File: config.mk
export PLATFORM = sky130hd
export DESIGN_NAME = tilt_conditioner_flat
export DESIGN_NICKNAME = d
export VERILOG_FILES = /design/src/rtl/tilt_conditioner_if.sv /design/src/rtl/tilt_conditioner.sv /design/src/flat_wrapper.sv
export SDC_FILE = /design/constraint.sdc
export NUM_CORES = 1
export LEC_CHECK = 0
export ABC_AREA = 1
export CORE_MARGIN = 4
export CORE_UTILIZATION = 48
export CTS_CLUSTER_SIZE = 10
export DETAILED_ROUTE_END_ITERATION = 7
export PLACE_DENSITY = 0.64
export SLEW_MARGIN = 20
export SYNTH_ARGS = -nofsm -noshare
export SYNTH_HDL_FRONTEND = slang
export SYNTH_SLANG_ARGS = --single-unit
export TNS_END_PERCENT = 1
File: constraint.sdc
create_clock -name clk -period 5.75 [get_ports clk]
set_input_delay 1.15 -clock clk [delete_from_list [all_inputs] [get_ports clk]]
set_output_delay 1.15 -clock clk [all_outputs]
set_load 0.03 [all_outputs]
File: src/rtl/tilt_conditioner_if.sv
// Sample/frame/calibration bus between the accelerometer front end and tilt_conditioner.
// The master modport drives stimulus; the slave modport is the conditioner itself.
interface tilt_conditioner_if #(
  parameter int unsigned SAMPLE_W = 12
) ();
  logic                       frame;
  logic                       sample_valid;
  logic                       sample_axis;
  logic signed [SAMPLE_W-1:0] sample_data;
  logic                       cal_req;
  logic                       cal_busy;
  logic [3:0]                 tilt_amount_x;
  logic [3:0]                 tilt_amount_y;
  logic                       tilt_direction_x;
  logic                       tilt_direction_y;

  modport master (
    output frame, sample_valid, sample_axis, sample_data, cal_req,
    input  cal_busy, tilt_amount_x, tilt_amount_y, tilt_direction_x, tilt_direction_y
  );

  modport slave (
    input  frame, sample_valid, sample_axis, sample_data, cal_req,
    output cal_busy, tilt_amount_x, tilt_amount_y, tilt_direction_x, tilt_direction_y
  );
endinterface

File: src/rtl/tilt_conditioner.sv
// Per-axis moving-average tilt filter with deadzone, quantiser and frame-latched outputs.
// Define TILT_CALIB_EN to build the zero-offset calibration state machine.
module tilt_conditioner #(
  parameter int unsigned SAMPLE_W  = 12,
  parameter int unsigned AVG_LOG2  = 3,
  parameter int unsigned DEADZONE  = 16,
  parameter int unsigned MAG_SHIFT = 5
) (
  input logic               clk,
  input logic               rst,
  tilt_conditioner_if.slave bus
);
  localparam int unsigned Depth = 1 << AVG_LOG2;
  localparam int unsigned SumW  = SAMPLE_W + AVG_LOG2;
  localparam int unsigned VW    = SAMPLE_W + 1;

  logic signed [SAMPLE_W-1:0] ring_q [2][Depth];
  logic        [AVG_LOG2-1:0] ptr_q  [2];
  logic signed [SumW-1:0]     sum_q  [2];
  logic signed [SAMPLE_W-1:0] avg    [2];
  logic signed [SAMPLE_W-1:0] offset [2];
  logic signed [VW-1:0]       corr   [2];
  logic        [VW-1:0]       abs_v  [2];
  logic        [VW-1:0]       excess;
  logic        [3:0]          amt_d  [2];
  logic        [3:0]          amt_q  [2];
  logic                       dir_d  [2];
  logic                       dir_q  [2];
  logic                       in_run;
  logic                       ax;

  assign ax = bus.sample_axis;

  // Ring buffer and running sum: the new sample displaces the oldest entry.
  always_ff @(posedge clk) begin
    if (rst) begin
      for (int a = 0; a < 2; a++) begin
        sum_q[a] <= '0;
        ptr_q[a] <= '0;
        for (int i = 0; i < Depth; i++) ring_q[a][i] <= '0;
      end
    end else if (bus.sample_valid) begin
      sum_q[ax]             <= sum_q[ax] - SumW'(ring_q[ax][ptr_q[ax]]) + SumW'(bus.sample_data);
      ring_q[ax][ptr_q[ax]] <= bus.sample_data;
      ptr_q[ax]             <= ptr_q[ax] + 1'b1;
    end
  end

  always_comb begin
    excess = '0;
    for (int a = 0; a < 2; a++) begin
      avg[a]   = SAMPLE_W'(sum_q[a] >>> AVG_LOG2);
      corr[a]  = VW'(avg[a]) - VW'(offset[a]);
      abs_v[a] = corr[a][SAMPLE_W] ? VW'(-corr[a]) : VW'(corr[a]);
      amt_d[a] = '0;
      if (abs_v[a] > VW'(DEADZONE)) begin
        excess   = (abs_v[a] - VW'(DEADZONE)) >> MAG_SHIFT;
        amt_d[a] = (excess > VW'(15)) ? 4'd15 : excess[3:0];
      end
      dir_d[a] = ~corr[a][SAMPLE_W] && (amt_d[a] != '0);
    end
  end

  // Latched from sum_q, so a sample arriving with frame is not yet included.
  always_ff @(posedge clk) begin
    if (rst) begin
      for (int a = 0; a < 2; a++) begin
        amt_q[a] <= '0;
        dir_q[a] <= 1'b0;
      end
    end else if (bus.frame && in_run) begin
      for (int a = 0; a < 2; a++) begin
        amt_q[a] <= amt_d[a];
        dir_q[a] <= dir_d[a];
      end
    end
  end

  assign bus.tilt_amount_x    = amt_q[0];
  assign bus.tilt_amount_y    = amt_q[1];
  assign bus.tilt_direction_x = dir_q[0];
  assign bus.tilt_direction_y = dir_q[1];

`ifdef TILT_CALIB_EN
  typedef enum logic {StRun, StCal} state_e;

  localparam logic [AVG_LOG2:0] Full = Depth[AVG_LOG2:0];

  state_e                     state_q, state_d;
  logic        [AVG_LOG2:0]   cnt_q    [2];
  logic signed [SAMPLE_W-1:0] offset_q [2];
  logic                       cal_done;

  assign cal_done = (cnt_q[0] == Full) && (cnt_q[1] == Full);

  always_comb begin
    state_d = state_q;
    unique case (state_q)
      StRun:   if (bus.cal_req) state_d = StCal;
      StCal:   if (cal_done) state_d = StRun;
      default: state_d = StRun;
    endcase
  end

  // Offsets capture avg one cycle after the last counted sample lands in the sum.
  always_ff @(posedge clk) begin
    if (rst) begin
      state_q <= StRun;
      for (int a = 0; a < 2; a++) begin
        cnt_q[a]    <= '0;
        offset_q[a] <= '0;
      end
    end else begin
      state_q <= state_d;
      if (state_q == StRun) begin
        if (bus.cal_req) begin
          cnt_q[0] <= '0;
          cnt_q[1] <= '0;
        end
      end else begin
        if (cal_done) begin
          offset_q[0] <= avg[0];
          offset_q[1] <= avg[1];
        end
        if (bus.sample_valid && (cnt_q[ax] != Full)) cnt_q[ax] <= cnt_q[ax] + 1'b1;
      end
    end
  end

  assign offset       = offset_q;
  assign in_run       = (state_q == StRun);
  assign bus.cal_busy = (state_q == StCal);
`else
  logic unused_cal_req;

  assign unused_cal_req = bus.cal_req;
  assign in_run         = 1'b1;
  assign bus.cal_busy   = 1'b0;

  always_comb begin
    for (int a = 0; a < 2; a++) offset[a] = '0;
  end
`endif

endmodule

File: src/flat_wrapper.sv
// flat-port wrapper written by rule: the top's interface ports become plain ports
module tilt_conditioner_flat 
#(
  parameter int unsigned SAMPLE_W  = 12,
  parameter int unsigned AVG_LOG2  = 3,
  parameter int unsigned DEADZONE  = 16,
  parameter int unsigned MAG_SHIFT = 5
)
  (clk, rst, bus_frame, bus_sample_valid, bus_sample_axis, bus_sample_data, bus_cal_req, bus_cal_busy, bus_tilt_amount_x, bus_tilt_amount_y, bus_tilt_direction_x, bus_tilt_direction_y);
  tilt_conditioner_if #(.SAMPLE_W(SAMPLE_W)) bus_i ();
  input logic clk;
  input logic rst;
  input wire logic [$bits(bus_i.frame)-1:0] bus_frame;
  input wire logic [$bits(bus_i.sample_valid)-1:0] bus_sample_valid;
  input wire logic [$bits(bus_i.sample_axis)-1:0] bus_sample_axis;
  input wire logic [$bits(bus_i.sample_data)-1:0] bus_sample_data;
  input wire logic [$bits(bus_i.cal_req)-1:0] bus_cal_req;
  output wire logic [$bits(bus_i.cal_busy)-1:0] bus_cal_busy;
  output wire logic [$bits(bus_i.tilt_amount_x)-1:0] bus_tilt_amount_x;
  output wire logic [$bits(bus_i.tilt_amount_y)-1:0] bus_tilt_amount_y;
  output wire logic [$bits(bus_i.tilt_direction_x)-1:0] bus_tilt_direction_x;
  output wire logic [$bits(bus_i.tilt_direction_y)-1:0] bus_tilt_direction_y;
  assign bus_i.frame = bus_frame;
  assign bus_i.sample_valid = bus_sample_valid;
  assign bus_i.sample_axis = bus_sample_axis;
  assign bus_i.sample_data = bus_sample_data;
  assign bus_i.cal_req = bus_cal_req;
  assign bus_cal_busy = bus_i.cal_busy;
  assign bus_tilt_amount_x = bus_i.tilt_amount_x;
  assign bus_tilt_amount_y = bus_i.tilt_amount_y;
  assign bus_tilt_direction_x = bus_i.tilt_direction_x;
  assign bus_tilt_direction_y = bus_i.tilt_direction_y;
  tilt_conditioner #(.SAMPLE_W(SAMPLE_W), .AVG_LOG2(AVG_LOG2), .DEADZONE(DEADZONE), .MAG_SHIFT(MAG_SHIFT)) u_core (.clk(clk), .rst(rst), .bus(bus_i));
endmodule
==> results.cfg, run 1 <==
[status]
status = completed

[synth]
async_flop_share = 0
synth_compound_area_frac = 0.08202
synthCells = 1220
synth-simple-area-share = 0.1950
synth_edf_count = 238
avgSynthCellArea_um2 = 9.791
syn_nets = 1275
synth_xor_xnor_area_share = 0.01833
synthMuxAreaShare = 0.002514
synth_area_um2 = 11950
synth_top_family_by_area = simple AND/OR/NAND/NOR gates
synth_fa_ha_area_frac = 0.04755
synth-warning-count = 0
ys_ff_latch = 238
ys_seq_area_frac = 0.5983
ys.flop_type = edfxtp_1
yosysUniqueCellTypes = 41

[detailed_routing]
wl_per_cell_um = 19.13
drt-initial-drc-count = 806
dr_total_vias = 8698
remaining_drc_errors = 0
dr.pass1.iters = 5
viasPerCell = 5.443
ant_nets = 0
routed_wl_um = 30570

[global_route]
overflow = 0
grt_pass1_wl_um = 48160
grt_max_degree = 75
grt_usage = 0.2213
antenna_found_initial = 0
grt_pass1_vias = 8506

[min_path]
hold_path_class = flop to flop
hold_depth = 3

[setup_path]
startpoint_type = primary input
required_ns = 6.03
endpoint_kind = flop
critPathMaxFanout = 13
critPathKind = primary input to flop
cp.arrival_ns = 5.12
reg2reg_depth = 19

[sta]
finClkSkew_ns = 0.01685
fin_tns_setup_ns = 0
setup_violations = 0
hold_viol_final = 0
max_freq_mhz = 206.4
relSlewSlack = 0.2142
fin_crit_ns = 4.845
tightest_slew_ns = 1.174
final.period_utilization = 0.8426
rsz0062_at_grt = false
report.final.slew_viol_count = 0
whs_ns = 0.8797

[power]
p_int_uw = 3387
power_density_nw_per_um2 = 356.2
leakage_uw = 0.005371
clockPowerShare = 0.322
p_sw_uw = 1427
pwr-share-comb = 0.243
seq_power_share = 0.435
p_sw_frac = 0.2964
ir_worst_vdd_mv = 0.2321

[final_layout]
drive_above_1_share = 0.08477
fin_nets = 1324
final_core_util = 0.5540
synthToLayoutAreaGrowth_pct = 13.12
diodes = 0

[place]
io_buffer_count = 26
gp_congestion = 0.9189
dp_hpwl_um = 20450

[clocking]
cts_hold_buf = 0
post-cts-setup-buffers = 0
clk_pin_slew_ns = 0.05
cts-root-buf = clkbuf_16
cts_tree = yes
cts_buffer_depth = 3
clock-sinks = 238
h-tree-depth = 1
numCtsBuffers = 28
post_cts_resize_count = 0
clkLatencyLatePin_ns = 0.55

[floorplanning]
rows = 57
io_pins = 29
die_h_um = 165.8
core-area_um2 = 24390
start_util = 0.4897
dieWidth_um = 165.8
dieArea_um2 = 27470

[run]
drv_cap = 0
-- path summary, 6_finish.rpt --
kind / slack (ns) / start / end
max: 0.91 / bus_sample_axis / u_core.sum_q[1][12]
min: 0.88 / u_core.ptr_q[0][2] / u_core.ptr_q[0][2]
max reg2reg: 1.36 / u_core.ptr_q[1][2] / u_core.sum_q[1][12]
min reg2reg: 0.88 / u_core.ptr_q[0][2] / u_core.ptr_q[0][2]
-- cells by family (layout without fill, tap and decap cells) --
group / count (synthesis) / in the layout
and+or+nand+nor: 569 / 569
DFF: 238 / 238
AOI/OAI and AO/OA: 182 / 182
buffers and inverters: 165 / 219
adders and majority gates: 37 / 37
xor gates and xnor gates: 25 / 25
muxes: 3 / 3
other: 1 / 1
-- cell usage after synthesis (5+ instances only) --
library cell	instances	area, um2
nand2_1	242	908.4
edfxtp_1	238	7147
nor2_1	236	885.9
inv_1	91	341.6
o21ai_0	75	375.4
a21oi_1	63	315.3
nand3_1	48	240.2
clkbuf_1	25	93.84
o22ai_1	24	150.1
ha_1	23	287.8
buf_2	20	100.1
xor2_1	17	148.9
fa_1	14	280.3
nor4_1	13	81.33
clkinv_1	10	37.54
inv_2	10	37.54
nand4_1	8	50.05
xnor2_1	8	70.07
nor2_2	7	43.79
o21ai_1	5	25.02
-- power groups by stage --
stage | Clock (uW) | Combinational [uW] | Sequential, uW
detailed placement | 0 | 1170 | 2130
global route | 1640 | 1320 | 2100
finish | 1550 | 1170 | 2090
CTS | 1560 | 1170 | 2090
floorplan | 0 | 794 | 2130
global placement | 0 | 1150 | 2120
-- metal layers --
metal  vias up  GRT usage  wire length [um]  part of all wire
met2       316     0.3498             13810              0.45
li1       4193          -                 -                 -
met1      4098     0.3011             13030              0.43
met3        89    0.04547              2218             0.073
met5         -    0.01217                45            0.0015
met4         2    0.08895              1471             0.048
-- registers in the layout, summed over array words and instances (netlist names) --
register,flops
u_core.sum_q,30
u_core.amt_q,8
u_core.ring_q,192
u_core.dir_q,2
u_core.ptr_q,6
-- worst max-delay path, stage by stage --
cell and delay, ns:
buf_4 0.14, inv_2 0.07, or2_1 0.22, o21ai_2 0.18, nor3_1 0.14, inv_2 0.27
a21oi_1 0.07, nor4_1 0.44, buf_4 0.20, nand3_1 0.12, fa_1 0.52, inv_1 0.04
ha_1 0.35, nand2_1 0.09, a21oi_1 0.06, a211oi_1 0.15, o21ai_0 0.18, a31oi_1 0.30
o21ai_0 0.15, xor2_1 0.21, nor2_1 0.06
-- placed cells by master (no fill, tap or decap), drive strengths merged --
master | Yosys | routed
buf | 28 | 48
nor4 | 13 | 13
ha | 23 | 23
nand4 | 9 | 9
nand3 | 48 | 48
clkbuf | 26 | 31
conb | 1 | 1
nor3 | 6 | 6
or2 | 3 | 3
nand2 | 243 | 243
o211ai | 1 | 1
o31ai | 2 | 2
a31oi | 3 | 3
nand3b | 2 | 2
a211oi | 1 | 1
xnor2 | 8 | 8
o21ai | 84 | 84
clkinv | 10 | 13
o22ai | 24 | 24
a21o | 1 | 1
a21oi | 63 | 63
xor2 | 17 | 17
inv | 101 | 101
bufinv | 0 | 1
fa | 14 | 14
edfxtp | 238 | 238
a21boi | 1 | 1
mux2i | 3 | 3
o21bai | 2 | 2
nor2 | 245 | 245
clkdlybuf4s50 | 0 | 25
-- cell type report --
type	count	area, um2
Clock buffer	31	711.9
Clock inverter	4	55.05
Tap cell	324	405.4
Timing Repair Buffer	73	635.6
Inverter	111	416.7
Multi-Input combinational cell	817	4141
Fill cell	2197	10880
Sequential cell	238	7147
-- through the flow --
stage / cell area [um2] / total power (uW) / cells / setup WS [ns]
5_1_grt: 13510 / 5071 / 1598 / 0.5945
2_1_floorplan: 11950 / 2923 / 1220 / 1.214
3_3_place_gp: 12740 / 3278 / 1563 / 0.3893
4_1_cts: 13510 / 4827 / 1598 / 0.9397
3_5_place_dp: 12750 / 3294 / 1563 / 0.3975
6_report: 13510 / 4813 / 1598 / 0.9051
Note: power is estimated with default switching activity, not from simulation.
==> inputs of run 2 (changes only) <==
==> constraint.sdc (replaced) <==
create_clock -name clk -period 5.01 [get_ports clk]
set_input_delay 1.002 -clock clk [delete_from_list [all_inputs] [get_ports clk]]
set_output_delay 1.002 -clock clk [all_outputs]
set_load 0.03 [all_outputs]
==> run 2 against run 1 <==
  * Critical path type unchanged
  * Sequential share of layout area is 1.4 points lower
  * Sequential power is 15% higher
  * Critical path depth is 2 higher
  * Critical endpoint is now u_core.sum_q[0][11]
  * Cell area is 2.6% higher
  * Register-to-register slack worse by 0.70 ns
  * Via count is 4.2% higher
  * Utilization is 1.5 points higher
  * Routed wire length is 5.1% higher
  * Hold slack better by 0.13 ns
==> results.cfg, run 2 (same netlist as run 1, synthesis figures left out) <==
[floorplanning]
die_h_um = 165.8
rows = 57
core-area_um2 = 24390
dieArea_um2 = 27470
start_util = 0.4897
dieWidth_um = 165.8
io_pins = 29

[sta]
finClkSkew_ns = 0.03022
relSlewSlack = 0.2714
tightest_slew_ns = 1.089
fin_crit_ns = 4.639
max_freq_mhz = 215.6
setup_violations = 0
final.period_utilization = 0.9260
hold_viol_final = 0
whs_ns = 1.007
rsz0062_at_grt = false
fin_tns_setup_ns = 0
report.final.slew_viol_count = 0

[detailed_routing]
routed_wl_um = 32140
ant_nets = 0
dr_total_vias = 9060
drt-initial-drc-count = 758
dr.pass1.iters = 5
viasPerCell = 5.511
remaining_drc_errors = 0
wl_per_cell_um = 19.55

[power]
ir_worst_vdd_mv = 0.3416
power_density_nw_per_um2 = 405.3
leakage_uw = 0.005586

[final_layout]
final_core_util = 0.5686
layout_commonest_cell = nand2_1
fin_area_um2 = 13870
drive_above_1_share = 0.1129
diodes = 0
stdcell_count = 1644
synthToLayoutAreaGrowth_pct = 16.11
layout_common_cells = 242 x nand2_1, 238 x edfxtp_1, 236 x nor2_1
fin_nets = 1368
reg_top3 = u_core.ring_q: 192 flops, u_core.sum_q: 30 flops, u_core.amt_q: 8 flops
largest_reg_flops = 192
regMostFlops = u_core.ring_q

[place]
io_buffer_count = 26
gp_congestion = 0.9168
dpl_cell_area_um2 = 13120
dp_hpwl_um = 22350
dp_cells = 1607

[setup_path]
critPathKind = primary input to flop
cp.arrival_ns = 4.90
critPathMaxFanout = 6
endpoint_kind = flop
startpoint_type = primary input
required_ns = 5.27

[status]
status = completed

[clocking]
cts_buffer_depth = 3
post-cts-setup-buffers = 0
clk_pin_slew_ns = 0.06
clock-sinks = 238
cts_tree = yes
cts-root-buf = clkbuf_16
numCtsBuffers = 28
post_cts_resize_count = 0
h-tree-depth = 1
cts_hold_buf = 0
clkLatencyLatePin_ns = 0.55

[global_route]
grt_pass1_vias = 8832
overflow = 0
grt_pass1_wl_um = 49700
antenna_found_initial = 0
grt_max_degree = 57
grt_usage = 0.2301

[min_path]
hold_path_class = flop to flop

[run]
drv_cap = 0
run 2: changes by cell type in the layout (fill, tap and decap cells not counted):
| cell | delta |
|---|---|
| buf_12 | +4 |
| a21oi_1 | +1 |
| clkbuf_1 | +1 |
| clkinv_1 | +3 |
| bufinv_16 | -1 |
| a21oi_2 | -1 |
| buf_4 | +40 |
| clkinv_2 | -1 |
run 2: where the power goes:
part / internal (uW) / total, uW / switching (uW)
sequential: 2340 / 2400 / 58.1
combinational: 600 / 1480 / 880
clock: 993 / 1740 / 746
run 2: path summary, 6_finish.rpt:
path                            from                   to  slack [ns]  cells after the start
setup reg to reg  u_core.ptr_q[1][1]  u_core.sum_q[0][11]        0.66                     20
hold / removal    u_core.sum_q[1][9]   u_core.amt_q[0][5]        1.01                      6
setup / recovery     bus_sample_axis  u_core.sum_q[0][11]        0.37                     23
hold reg to reg   u_core.sum_q[1][9]   u_core.amt_q[0][5]        1.01                      6
run 2: routing by layer:
metal / part of all wire / wire length, um / vias up / global-route usage
met5: 0 / 0 / - / 0
met4: 0.032 / 1020 / 0 / 0.06887
met3: 0.075 / 2405 / 66 / 0.03547
met2: 0.47 / 15220 / 380 / 0.3864
met1: 0.42 / 13490 / 4321 / 0.3126
li1: - / - / 4293 / -
run 2: final cells by class:
type	instances	area (um2)
Clock buffer	32	715.7
Clock inverter	5	31.28
Fill cell	2176	10520
Inverter	111	416.7
Multi-Input combinational cell	817	4138
Sequential cell	238	7147
Tap cell	324	405.4
Timing Repair Buffer	117	1016
run 2: per-stage QoR:
stage / worst slack (ns) / power [uW]
6_report: 0.3707 / 5622
5_1_grt: 0.05560 / 5923
4_1_cts: 0.4276 / 5641
3_5_place_dp: -0.1245 / 3911
3_3_place_gp: 0.01045 / 3882
2_1_floorplan: 0.6217 / 3355
run 2: critical path: stages:
cell and delay [ns]:
buf_4 0.13, inv_2 0.07, or2_1 0.11, o21ai_2 0.10, buf_4 0.16, inv_2 0.10, nor3_2 0.06, inv_2 0.16
buf_4 0.16, a21oi_1 0.04, nor4_1 0.39, buf_4 0.19, nand3_1 0.09, fa_1 0.52, inv_1 0.04, ha_1 0.33
a21oi_1 0.13, a21boi_0 0.31, o21ai_0 0.17, a31oi_1 0.22, o21ai_0 0.15, xor2_1 0.21, nor2_1 0.05
